<file path="src/rtl/can_tx_bit_stuffer.sv">
// CAN transmit bit serializer: one frame bit per nominal bit period on the TXD line, inserting
// complementary stuff bits after five identical consecutive bits while stuffing is enabled.
module can_tx_bit_stuffer #(
    parameter int unsigned clk_speed_MHz      = 100,
    parameter int unsigned can_bit_rate_Kbits = 1000
) (
    input  logic clk,
    input  logic rst_n,
    input  logic en,
    input  logic stuff_en,
    input  logic din,
    input  logic din_valid,
    output logic din_ready,
    output logic tx,
    output logic bit_strobe,
    output logic stuff_active,
    output logic underrun
);

    localparam int unsigned CLKS_PER_BIT = (clk_speed_MHz * 1000) / can_bit_rate_Kbits;
    localparam int unsigned CntW         = (CLKS_PER_BIT > 1) ? $clog2(CLKS_PER_BIT) : 1;
    localparam logic [CntW-1:0] CntMax   = CntW'(CLKS_PER_BIT - 1);
    localparam logic [2:0] StuffRun      = 3'd5;

    typedef enum logic [1:0] {
        StIdle,
        StData,
        StStuff
    } state_e;

    state_e          state_q, state_d;
    logic [CntW-1:0] cnt_q, cnt_d;
    logic [2:0]      run_len_q, run_len_d;
    logic            last_bit_q, last_bit_d;
    logic            tx_q, tx_d;
    logic            bit_strobe_q, bit_strobe_d;
    logic            stuff_active_q, stuff_active_d;
    logic            underrun_q, underrun_d;

    logic boundary;
    logic stuff_pending;
    logic handshake;

    assign boundary      = (state_q != StIdle) && (cnt_q == CntMax);
    assign stuff_pending = boundary && (run_len_q == StuffRun) && stuff_en && en;

    always_comb begin
        din_ready = 1'b0;
        unique case (state_q)
            StIdle:          din_ready = en;
            StData, StStuff: din_ready = boundary && !stuff_pending && en;
            default:         din_ready = 1'b0;
        endcase
    end

    assign handshake = din_ready && din_valid;

    always_comb begin
        state_d        = state_q;
        cnt_d          = cnt_q;
        run_len_d      = run_len_q;
        last_bit_d     = last_bit_q;
        tx_d           = tx_q;
        bit_strobe_d   = 1'b0;
        stuff_active_d = stuff_active_q;
        underrun_d     = 1'b0;

        unique case (state_q)
            StIdle: begin
                cnt_d          = '0;
                tx_d           = 1'b1;
                stuff_active_d = 1'b0;
                if (handshake) begin
                    state_d      = StData;
                    tx_d         = din;
                    bit_strobe_d = 1'b1;
                    last_bit_d   = din;
                    run_len_d    = 3'd1;
                end
            end
            StData, StStuff: begin
                if (!boundary) begin
                    cnt_d = cnt_q + CntW'(1);
                end else begin
                    cnt_d = '0;
                    if (stuff_pending) begin
                        // Stuff bit opens a new run of its own polarity.
                        state_d        = StStuff;
                        tx_d           = ~last_bit_q;
                        stuff_active_d = 1'b1;
                        bit_strobe_d   = 1'b1;
                        last_bit_d     = ~last_bit_q;
                        run_len_d      = 3'd1;
                    end else if (!en) begin
                        state_d        = StIdle;
                        tx_d           = 1'b1;
                        stuff_active_d = 1'b0;
                    end else if (din_valid) begin
                        state_d        = StData;
                        tx_d           = din;
                        bit_strobe_d   = 1'b1;
                        stuff_active_d = 1'b0;
                        if ((din == last_bit_q) && stuff_en) begin
                            run_len_d = (run_len_q < StuffRun) ? run_len_q + 3'd1 : StuffRun;
                        end else begin
                            run_len_d  = 3'd1;
                            last_bit_d = din;
                        end
                    end else begin
                        underrun_d     = 1'b1;
                        state_d        = StIdle;
                        tx_d           = 1'b1;
                        stuff_active_d = 1'b0;
                    end
                end
            end
            default: begin
                state_d        = StIdle;
                cnt_d          = '0;
                tx_d           = 1'b1;
                stuff_active_d = 1'b0;
            end
        endcase
    end

    always_ff @(posedge clk or negedge rst_n) begin
        if (!rst_n) begin
            state_q        <= StIdle;
            cnt_q          <= '0;
            run_len_q      <= 3'd0;
            last_bit_q     <= 1'b1;
            tx_q           <= 1'b1;
            bit_strobe_q   <= 1'b0;
            stuff_active_q <= 1'b0;
            underrun_q     <= 1'b0;
        end else begin
            state_q        <= state_d;
            cnt_q          <= cnt_d;
            run_len_q      <= run_len_d;
            last_bit_q     <= last_bit_d;
            tx_q           <= tx_d;
            bit_strobe_q   <= bit_strobe_d;
            stuff_active_q <= stuff_active_d;
            underrun_q     <= underrun_d;
        end
    end

    assign tx           = tx_q;
    assign bit_strobe   = bit_strobe_q;
    assign stuff_active = stuff_active_q;
    assign underrun     = underrun_q;

endmodule

</file>
<file path="config.mk">
export PLATFORM = sky130hd
export DESIGN_NAME = can_tx_bit_stuffer
export DESIGN_NICKNAME = d
export VERILOG_FILES = /design/src/rtl/can_tx_bit_stuffer.sv
export SDC_FILE = /design/constraint.sdc
export NUM_CORES = 1
export LEC_CHECK = 0
export ABC_AREA = 1
export BUFFER_PORTS_ARGS = -buffer_cell sky130_fd_sc_hd__buf_2
export CORE_MARGIN = 2
export CORE_UTILIZATION = 50
export CTS_BUF_LIST = sky130_fd_sc_hd__clkbuf_4 sky130_fd_sc_hd__clkbuf_8
export DETAILED_ROUTE_END_ITERATION = 8
export PLACE_DENSITY_LB_ADDON = 0.08
export SLEW_MARGIN = 30
export SYNTH_ARGS = -nofsm -noshare
export SYNTH_HDL_FRONTEND = slang
export SYNTH_SLANG_ARGS = --single-unit
</file>
<file path="constraint.sdc">
create_clock -name clk -period 4 [get_ports clk]
set_input_delay 0.6 -clock clk [delete_from_list [all_inputs] [get_ports clk]]
set_output_delay 0.6 -clock clk [all_outputs]
set_load 0.05 [all_outputs]
</file>
==> flow_summary.ini <==
[status]
status = finished clean

[cells_and_area]
fillers = 192
multi_input_area_um2 = 551
drive_above_1_share_pct = 21.1
insertedDiodeCount = 0
regArea_um2 = 428
stdcell_count = 174
synthToLayoutAreaGrowth_pct = 9.99
finalNetCount = 159
final_util_pct = 59.1

[setup_path]
required_ps = 3400
worst-setup-path-type = flip-flop to primary output
regToRegEndpoint = run_len_q[2]
r2r_cells = 8
crit_arrival_ps = 2060
worst-path-stages = 7
r2r_start = state_q[0]
crit_top_cell = inv_1
startpoint_type = flip-flop
rrSetupSlack_ps = 2230
crit_family = adder cells
cp-end-kind = primary output
cp-endpoint = din_ready
cp_max_fo = 11
crit_path_cell_trace = inv_1, ha_1, inv_1, nor2_1, nand2_1, a211oi_1, buf_2
slowest_delay_ps = 530
critical_path.startpoint = state_q[0]
crit_buf_inv = 3
cp_slowest_cell = ha_1

[yosys]
synth_top_area_share_pct = 35.3
synth_area_leaders = dfrtp_1 (35%), nand2_1 (9.5%), inv_1 (6.7%)
ys_seq_elements = 17
syn-instance-count = 134
synth_top_area_cell = dfrtp_1
async_reset_ff_share_pct = 100
synth-edff-count = 0
yosys_warnings = 0
ys.flop_type = dfrtp_1
syn-cell-area_mm2 = 0.00106
synthMostInstantiatedCell = nand2_1
synth.avg_cell_area_um2 = 7.95
syn_nets = 145
synthTopCellsByCount = nand2_1 (27), inv_1 (19), nor2_1 (16)
synth_cell_types = 28
ys_seq_area_share_pct = 40.2

[grt]
grt_pass1_vias = 897
grt_use_met2_pct = 32.2
antenna_found_initial = 0
grt_first_pass_wirelength_um = 3840
use_met1_pct = 27.0
gr-usage-met3_pct = 3.57
grt_max_degree = 18
busiest_layer = met2
gr-total-overflow = 0
grt_usage_pct = 20.0

[detailed_routing]
ant_nets = 0
drt-total-wl_um = 2120
first_pass_iters = 4
avgRoutedWirePerCell_um = 12.2
via_per_inst = 5.15
drtIter0Drc = 22
via_count = 896
drc_errors = 0

[timing]
finalCriticalPeriod_ps = 2660
setup_slack_ps = 1340
rsz0062_at_grt = false
fin_skew_ps = 0.518
tightest_slew_ps = 399
slew_viol_final = 0
hold_viol_final = 0
tns_ps = 0
relSlewSlack_pct = 73.4
setup_viol = 0
fin_crit_sh_pct = 66.4
max_freq_mhz = 377

[die]
core_mm2 = 0.00198
die_w_um = 50.1
start_util_pct = 53.7
rows = 16
fp.dieH_um = 50.1
ioPinCount = 11
die_area_mm2 = 0.00251

[clock_tree]
cts_setup_buffers = 0
clock_path_buffers = 2
cts_buffers = 3
root_buffer = clkbuf_4
cts_tree = built
cts_sinks = 17
path_clk_slew_ps = 100
clk_latency_ps = 290
hold_buffers = 0
ctsResizeCount = 0
h-tree-depth = 1

[flow_run]
drv_cap = 0

[power]
p_per_area_mw_per_mm2 = 559
ir_drop_v = 0.000320
p_leak_nw = 0.575
total_power_uw = 655

[placed_design]
port_buffers = 10
globalplace.congestion = 0.862
dp.cells = 170
pre_cts_ws_ps = 1680
hpwl_um = 1620

[worst_hold_path]
hp-class = primary input to asynchronous set/reset pin
## registers in the layout (all words and copies together), names as in the netlist
name,count
cnt_q,7
tx,1
run_len_q,3
underrun,1
state_q,2
bit_strobe,1
stuff_active,1
last_bit_q,1
## per-stage QoR
| stage | cell area [um^2] | hold WS [ps] |
|---|---|---|
| 2_1_floorplan | 1060 | 304 |
| 3_3_place_gp | 1140 | 450 |
| 3_5_place_dp | 1140 | 456 |
| 4_1_cts | 1170 | 217 |
| 5_1_grt | 1170 | 231 |
| 6_report | 1170 | 211 |
## per-layer routing
metal / vias to the layer above / share of wire (%)
met5: - / 0
met4: 0 / 1.5
met3: 5 / 2.9
met2: 15 / 46
met1: 414 / 49
li1: 462 / -
## logic make-up after synthesis
family	count (synthesis)	synth area share (%)
AND/OR/NAND/NOR	70	34.3
flip-flops	17	40.2
buffers and inverters	22	8.11
AO/OA/AOI/OAI	20	11.5
adder cells (fa/ha/maj)	5	5.88
## how the worst min path moves through the flow
stage,from,cells after the start,end
after floorplan,rst_n,0,bit_strobe
after global placement,stuff_active,2,stuff_active
after detailed placement,cnt_q[0],1,cnt_q[0]
after CTS,rst_n,1,cnt_q[4]
after global routing,rst_n,1,underrun
final,rst_n,1,underrun
## power by group
part           internal (mW)  leakage, nW  total [mW]  switching [mW]
registers              0.216        0.223       0.241          0.0256
clock network         0.0456       0.0184       0.101          0.0550
logic                  0.103        0.333       0.313           0.210
## final cells by class
cell class / count / share of cell area (%)
Sequential cell: 17 / 36.5
Clock buffer: 4 / 2.56
Tap cell: 27 / 2.88
Inverter: 21 / 6.73
Timing Repair Buffer: 10 / 4.27
Multi-Input combinational cell: 95 / 47.0
## cells in the final DEF, fill, tap and decap left out
master | synthesis | final
a21oi_1 | 5 | 5
nand2_1 | 27 | 27
nand3_2 | 2 | 2
nor2_4 | 2 | 2
o21ai_0 | 6 | 6
nand3b_1 | 1 | 1
nor2_1 | 16 | 16
nand2_4 | 3 | 3
buf_2 | 0 | 10
nor3_1 | 2 | 2
a211oi_1 | 1 | 1
o21ai_1 | 2 | 2
inv_1 | 19 | 19
ha_1 | 5 | 5
a21oi_4 | 1 | 1
inv_2 | 2 | 2
dfstp_2 | 2 | 2
o21bai_1 | 1 | 1
nor2_8 | 1 | 1
dfrtp_1 | 15 | 15
or2_2 | 1 | 1
nand2_2 | 2 | 2
clkbuf_4 | 0 | 4
o22ai_1 | 1 | 1
nand4_1 | 4 | 4
nand3_1 | 8 | 8
nor2_2 | 1 | 1
a22oi_1 | 1 | 1
a31oi_1 | 2 | 2
Power figures use the tool's default switching activity.
